## config.mk

```make
export PLATFORM = sky130hd
export DESIGN_NAME = bin_to_bcd_seq
export DESIGN_NICKNAME = d
export VERILOG_FILES = /design/src/rtl/bcd_pkg.sv /design/src/rtl/bcd_digit_adj.sv /design/src/rtl/bin_to_bcd_seq.sv
export SDC_FILE = /design/constraint.sdc
export NUM_CORES = 1
export LEC_CHECK = 0
export BUFFER_PORTS_ARGS = -buffer_cell sky130_fd_sc_hd__buf_2
export CORE_MARGIN = 3
export CORE_UTILIZATION = 55
export CTS_CLUSTER_SIZE = 16
export DETAILED_ROUTE_END_ITERATION = 8
export PLACE_DENSITY = 0.81
export SLEW_MARGIN = 30
export SYNTH_ARGS = -nofsm -noshare
export SYNTH_HDL_FRONTEND = slang
export SYNTH_SLANG_ARGS = --single-unit
```

## constraint.sdc

```tcl
create_clock -name clk -period 3.2 [get_ports clk]
set_input_delay 0.64 -clock clk [delete_from_list [all_inputs] [get_ports clk]]
set_output_delay 0.64 -clock clk [all_outputs]
set_load 0.05 [all_outputs]
```

## src/rtl/bcd_pkg.sv

```systemverilog
// Shared BCD constants and converter state encoding.
package bcd_pkg;
  localparam int BCD_W    = 4;
  localparam int N_DIGITS = 4;
  localparam int BCD_FW   = BCD_W * N_DIGITS;
  localparam int MAX_VAL  = 9999;

  typedef enum logic {
    IDLE  = 1'b0,
    SHIFT = 1'b1
  } state_e;
endpackage

```

## src/rtl/bcd_digit_adj.sv

```systemverilog
// Double-dabble nibble correction: add 3 to any digit of 5 or more before the shift.
module bcd_digit_adj
  import bcd_pkg::*;
(
  input  logic [BCD_W-1:0] din,
  output logic [BCD_W-1:0] dout
);
  assign dout = (din >= BCD_W'(5)) ? din + BCD_W'(3) : din;
endmodule

```

## src/rtl/bin_to_bcd_seq.sv

```systemverilog
// Sequential shift-and-add-3 binary-to-BCD converter, one bit per clock.
// Digits and ovf are held registers that change only when a conversion completes.
module bin_to_bcd_seq #(
  parameter int BIN_W   = 14,
  parameter int MAX_VAL = bcd_pkg::MAX_VAL
) (
  input  logic             clk,
  input  logic             rst,
  input  logic             start,
  input  logic [BIN_W-1:0] bin,
  output logic             busy,
  output logic             done,
  output logic             ovf,
  output logic [3:0]       ones,
  output logic [3:0]       tens,
  output logic [3:0]       hundred,
  output logic [3:0]       thousand
);
  import bcd_pkg::*;

  localparam int               CNT_W   = $clog2(BIN_W + 1);
  localparam int               SR_W    = BCD_FW + BIN_W;
  localparam logic [BIN_W-1:0] MAX_BIN = BIN_W'(MAX_VAL);
  localparam logic [CNT_W-1:0] LAST    = CNT_W'(BIN_W - 1);

  function automatic logic [BIN_W-1:0] sat(input logic [BIN_W-1:0] v);
    return (v > MAX_BIN) ? MAX_BIN : v;
  endfunction

  state_e             state_q, state_d;
  logic               busy_q, busy_d;
  logic               done_q, done_d;
  logic               ovf_q, ovf_d;
  logic               ovf_pend_q, ovf_pend_d;
  logic [CNT_W-1:0]   cnt_q, cnt_d;
  logic [SR_W-1:0]    shreg_q, shreg_d;
  logic [BCD_FW-1:0]  digits_q, digits_d;

  logic [BCD_FW-1:0]  bcd_adj;
  logic [SR_W-1:0]    shifted;

  for (genvar g = 0; g < N_DIGITS; g++) begin : g_adj
    bcd_digit_adj u_adj (
      .din  (shreg_q[BIN_W + g*BCD_W +: BCD_W]),
      .dout (bcd_adj[g*BCD_W +: BCD_W])
    );
  end

  assign shifted = {bcd_adj[BCD_FW-2:0], shreg_q[BIN_W-1:0], 1'b0};

  always_comb begin
    state_d    = state_q;
    busy_d     = busy_q;
    done_d     = 1'b0;
    ovf_d      = ovf_q;
    ovf_pend_d = ovf_pend_q;
    cnt_d      = cnt_q;
    shreg_d    = shreg_q;
    digits_d   = digits_q;
    if (state_q == IDLE) begin
      if (start) begin
        shreg_d    = {{BCD_FW{1'b0}}, sat(bin)};
        ovf_pend_d = (bin > MAX_BIN);
        cnt_d      = '0;
        busy_d     = 1'b1;
        state_d    = SHIFT;
      end
    end else begin
      shreg_d = shifted;
      cnt_d   = cnt_q + CNT_W'(1);
      // Final shift: publish the result straight from the shifter, not from shreg_q.
      if (cnt_q == LAST) begin
        digits_d = shifted[BIN_W +: BCD_FW];
        ovf_d    = ovf_pend_q;
        done_d   = 1'b1;
        busy_d   = 1'b0;
        state_d  = IDLE;
      end
    end
  end

  always_ff @(posedge clk) begin
    if (rst) begin
      state_q    <= IDLE;
      busy_q     <= 1'b0;
      done_q     <= 1'b0;
      ovf_q      <= 1'b0;
      ovf_pend_q <= 1'b0;
      cnt_q      <= '0;
      shreg_q    <= '0;
      digits_q   <= '0;
    end else begin
      state_q    <= state_d;
      busy_q     <= busy_d;
      done_q     <= done_d;
      ovf_q      <= ovf_d;
      ovf_pend_q <= ovf_pend_d;
      cnt_q      <= cnt_d;
      shreg_q    <= shreg_d;
      digits_q   <= digits_d;
    end
  end

  assign busy     = busy_q;
  assign done     = done_q;
  assign ovf      = ovf_q;
  assign ones     = digits_q[3:0];
  assign tens     = digits_q[7:4];
  assign hundred  = digits_q[11:8];
  assign thousand = digits_q[15:12];
endmodule

```

After elaboration in Yosys (flattened, before gate mapping)
Cells that the tools add are included.
{"block": "word_totals", "output_inout_bits": 19, "elab_cells": 44, "register_bits": 55, "inputBits": 17}
{"block": "op_classes", "n_lt_le_gt_ge": 5, "eq_ne": 2, "n_reduce_logical": 6, "mux": 16, "n_bitwise": 1, "n_addsub": 5}
{"cell": "$mux W30", "n": 2}
{"cell": "$mux W4", "n": 5}
{"cell": "$ge A4 B3 Y1 const B", "n": 4}
{"cell": "$gt A14 B14 Y1 const B", "n": 1}
{"cell": "$mux W14", "n": 1}
{"cell": "$add A4 B2 Y4 const B", "n": 3}
{"cell": "$mux W1", "n": 7}
{"cell": "$reduce_and A2 Y1", "n": 3}
{"cell": "$add A4 B1 Y4 const B", "n": 1}
{"cell": "$eq A4 B4 Y1 const B", "n": 1}
{"cell": "$reduce_or A2 Y1", "n": 2}
{"cell": "$add A3 B2 Y3 const B", "n": 1}
{"cell": "$mux W3", "n": 1}
{"cell": "$ne A2 B1 Y1 const B", "n": 1}
{"cell": "$reduce_bool A2 Y1", "n": 1}
{"cell": "$not A1 Y1", "n": 1}

Depth between registers and ports, before layout
{"block": "depth", "word_depth": 4, "depth_mapped": 7, "mapped_depth_nobuf": 6}

Modules after synthesis
From an unflattened synthesis, not the netlist that was laid out.
{"block": "hier_totals", "cells_unflattened": 317, "hier_area_um2": 2653.8}
{"module": "bin_to_bcd_seq", "area_each_um2": 2248.4, "cells_each": 253, "seq_area_each_um2": 1101.1, "instances": 1}
{"module": "bcd_digit_adj", "area_each_um2": 101.3, "cells_each": 16, "seq_area_each_um2": 0.0, "instances": 4}

Worst setup path after synthesis
No wires, ideal clock.
{"block": "synth_timing", "path_kind": "in2reg", "start": "input bin[6]", "end": "register shreg_q[0]", "setup_ns": 0.142, "path_buffers": 0, "t_arrival_ns": 1.473, "path_stages": 3, "setup_slack_ns": 1.585, "required_ns": 3.058, "path_cell_list": "or4_4 -> a31oi_4 -> a311oi_1"}
{"block": "synth_via", "elab_chain_cells": 2}
{"item": "from (decl)", "line": "bin_to_bcd_seq.sv:10", "source": "input logic [BIN_W-1:0] bin,"}
{"item": "$gt A14 B14 Y1", "line": "bin_to_bcd_seq.sv:27", "source": "return (v > MAX_BIN) ? MAX_BIN : v;"}
{"item": "$mux W14", "line": "bin_to_bcd_seq.sv:27"}
{"item": "to (signal assigned)", "line": "bin_to_bcd_seq.sv:99", "source": "shreg_q <= shreg_d;"}
{"item": "to (decl)", "line": "bin_to_bcd_seq.sv:36", "source": "logic [SR_W-1:0] shreg_q, shreg_d;"}
Every way passes these cells.
A chain may end at the register's enable or synchronous reset.

Worst setup path in the final report
{"block": "layout_timing", "start": "register cnt_q[0]", "end": "register digits_q[14]"}
{"block": "layout_via", "elab_chain_cells": 2}
{"item": "from (decl)", "line": "bin_to_bcd_seq.sv:35", "source": "logic [CNT_W-1:0] cnt_q, cnt_d;"}
{"item": "from (signal assigned)", "line": "bin_to_bcd_seq.sv:98", "source": "cnt_q <= cnt_d;"}
{"item": "$eq A4 B4 Y1", "line": "bin_to_bcd_seq.sv:72", "source": "if (cnt_q == LAST) begin"}
{"item": "$reduce_and A2 Y1 (no line)"}
{"item": "to (signal assigned)", "line": "bin_to_bcd_seq.sv:100", "source": "digits_q <= digits_d;"}
{"item": "to (decl)", "line": "bin_to_bcd_seq.sv:37", "source": "logic [BCD_FW-1:0] digits_q, digits_d;"}
Every way passes these cells.

==> out/results.ini <==
[flow_run]
cap_violations=0

[sta]
whs_ns=0.481
maxSlewHeadroom_pct=56.2
drv_slew=0
max_freq_mhz=538
rsz0062_at_grt=no
finalSetupViolCount=0
timing.final.crit_period_ns=1.86
tightestPinTransition_ns=0.655
hold_viol=0
setup_tns_ns=0
min_period_over_period_pct=58.0
skew_ns=0.00531

[detailed_routing]
drt_iter0_drc=112
vias=2119
routedWlPerCell_um=13.8
drc=0
wirelength_um=5110
routed_via_density=5.73
drtPass1Iterations=4
drtAntennaViolNets=0

[clock_tree]
cts_buffer_depth=2
clock-sinks=55
cts-root-buf=clkbuf_8
ctsHoldBuffers=0
clkSlewWorstSetupHoldPaths_ns=0.09
ctsResizeCount=0
postCtsSetupBuffers=0
clk_latency_ns=0.31
cts_tree=built
cts-buffers-inserted=5
h-tree-depth=2

[setup_path]
crit_path_cell_trace=ha_1, and4_1, nand2b_1, o22ai_1
cpPeakStageDelay_ns=0.56
crit_slowest_cell=and4_1
reg2reg_depth=4
path_delay_family=simple AND/OR/NAND/NOR gates
setup.worst_path.end_class=flop
worstSetupPathType=reg -> reg
crit_start=cnt_q[0]
r2r-start=cnt_q[0]
crit_path_start_kind=flop
crit_fanout=14
r2r_end=digits_q[14]
required_ns=3.43
crit_buf_inv=0
critPathCapture=digits_q[14]
crit_cells=4
cp.arrival_ns=2.09
ff2ff_setup_slack_ns=1.34

[power_and_ir_drop]
p_seq_share_pct=57.9
internal_power_uw=941
power.share.clock_pct=33.3
share_comb_of_total_power_pct=8.7
peakVddDrop_mv=0.271
power_switching_uw=290
p_sw_share_pct=23.6
leakagePower_uw=0.00106
powerDensity_nw_per_um2=430

[grt]
overflow=0
grtUsageTotal_pct=19.7
grt_first_pass_wirelength_um=8520
antenna_found_initial=0
grt_max_degree=44
grt_pass1_vias=1923

[final_layout]
n_fill_cell=384
syn_to_final_growth_pct=9.84
multi_input_area_sq_um=1330
regArea_sq_um=1100
diodes=0
drive_gt1_share_pct=17.6
nNetsFinal=344

[die]
dieHeight_um=74.9
start_util_pct=58.3
die_x_um=74.9
ios=36
num_rows=24
core-area_sq_um=4470
fp.dieArea_sq_um=5600

[placed_design]
place_hpwl_um=3590
io_buffers=35
place_congestion=0.768

[synth]
synth_cell_types=35
ys_seq_elements=55
synth_warnings=0
ys_seq_area_share_pct=42.2
syn-num-nets=319
synth_cells=292
syn-cell-area_sq_um=2610
syn_avg_cell_area_sq_um=8.93

[run_status]
outcome=finished clean

[hold_path]
hold_path.class=reg -> reg

==> metal layers <==
layer,track usage (%),share of wire (%),vias to the layer above
met4,9.09,2.1,0
met3,4.54,5.0,11
met1,23.5,46,952
li1,-,-,1096
met2,33.4,47,60
met5,0,0,-
==> flip-flops by register name, summed over array words and instances (netlist names) <==
name        cells
ovf             1
digits_q       16
shreg_q        30
done            1
state_q         1
busy            1
cnt_q           4
ovf_pend_q      1
==> cell families (layout without fill, tap and decap cells) <==
kind of cell	after synthesis	in the layout	synth area share [%]
buf+inv	37	63	6.67
xor+xnor	4	4	1.34
flops	55	55	42.2
simple gates	93	93	19.3
fa+ha+maj	10	10	4.80
mux	8	8	3.26
compound gates	85	85	22.4
==> through the flow <==
stage                     setup WS (ns)  instances  util, %  power (uW)  area (sq um)
after floorplan                    1.59        292        -         810          2610
after global placement             1.39        362     61.8         834          2760
after detailed placement           1.33        362     61.8         837          2760
after CTS                          1.32        370     64.0        1240          2860
after global routing               1.17        370     64.0        1280          2860
final                              1.34        370     64.0        1230          2860
==> cell type report <==
type	instances	share of cell area, %
multi-input combinational	200	46.5
sequential	55	38.4
clock buffer	8	3.49
inverter	16	2.10
tap	52	2.27
timing repair buffer	39	7.16
==> layout by cell type, fill, tap and decap left out, drive strengths merged, types with 10 or more instances in the layout <==
cell type / n
dfxtp: 55
a211oi: 12
nand2b: 16
buf: 39
a21oi: 30
ha: 10
nor2: 32
inv: 16
nor3b: 15
o32ai: 11
==> Yosys cell counts <==
| cell | count | area [sq um] |
|---|---|---|
| a21oi_1 | 30 | 150 |
| buf_2 | 10 | 50.1 |
| xnor2_1 | 4 | 35.0 |
| o32ai_1 | 11 | 96.3 |
| o22ai_1 | 9 | 56.3 |
| nor3_1 | 5 | 25.0 |
| a32oi_1 | 2 | 17.5 |
| nor3b_1 | 15 | 113 |
| nand2_1 | 9 | 33.8 |
| and4_1 | 1 | 8.76 |
| buf_6 | 2 | 22.5 |
| a311oi_1 | 5 | 43.8 |
| nor2b_1 | 3 | 18.8 |
| o21a_1 | 1 | 7.51 |
| dfxtp_1 | 55 | 1100 |
| mux2i_1 | 4 | 40.0 |
| a21o_1 | 2 | 15.0 |
| inv_1 | 16 | 60.1 |
| nor2_1 | 32 | 120 |
| clkbuf_1 | 7 | 26.3 |
| nand2b_1 | 16 | 100 |
| ha_1 | 10 | 125 |
| a211oi_1 | 9 | 67.6 |
| a211oi_2 | 3 | 37.5 |
| or4_4 | 1 | 11.3 |
| a31oi_4 | 1 | 21.3 |
| buf_4 | 2 | 15.0 |
| o21ai_0 | 9 | 45.0 |
| and3_1 | 1 | 6.26 |
| nand3_1 | 3 | 15.0 |
| a41oi_1 | 1 | 8.76 |
| mux2_2 | 4 | 45.0 |
| or2_2 | 1 | 6.26 |
| o31a_1 | 2 | 17.5 |
| nand3b_1 | 6 | 45.0 |
==> power groups by stage <==
stage,registers (uW),clock network (uW),logic (uW)
finish,713,410,108
global route,715,446,123
CTS,713,422,109
detailed placement,729,0,108
global placement,728,0,106
floorplan,727,0,82.8
==> tightest hold or removal path, stage by stage (launching register included) <==
cell      delay (ns)
dfxtp_1         0.31
inv_1           0.06
a211oi_1        0.07
==> worst min path at each step <==
stage,cells past startpoint,endpoint,slack [ns],start
3_5_place_dp,2,digits_q[5],0.47,digits_q[5]
3_3_place_gp,2,shreg_q[13],0.46,shreg_q[12]
6_report,2,shreg_q[13],0.48,shreg_q[12]
2_1_floorplan,2,shreg_q[13],0.44,shreg_q[12]
5_1_grt,2,shreg_q[13],0.51,shreg_q[12]
4_1_cts,2,shreg_q[13],0.49,shreg_q[12]
Note: power is estimated with default switching activity, not from simulation.
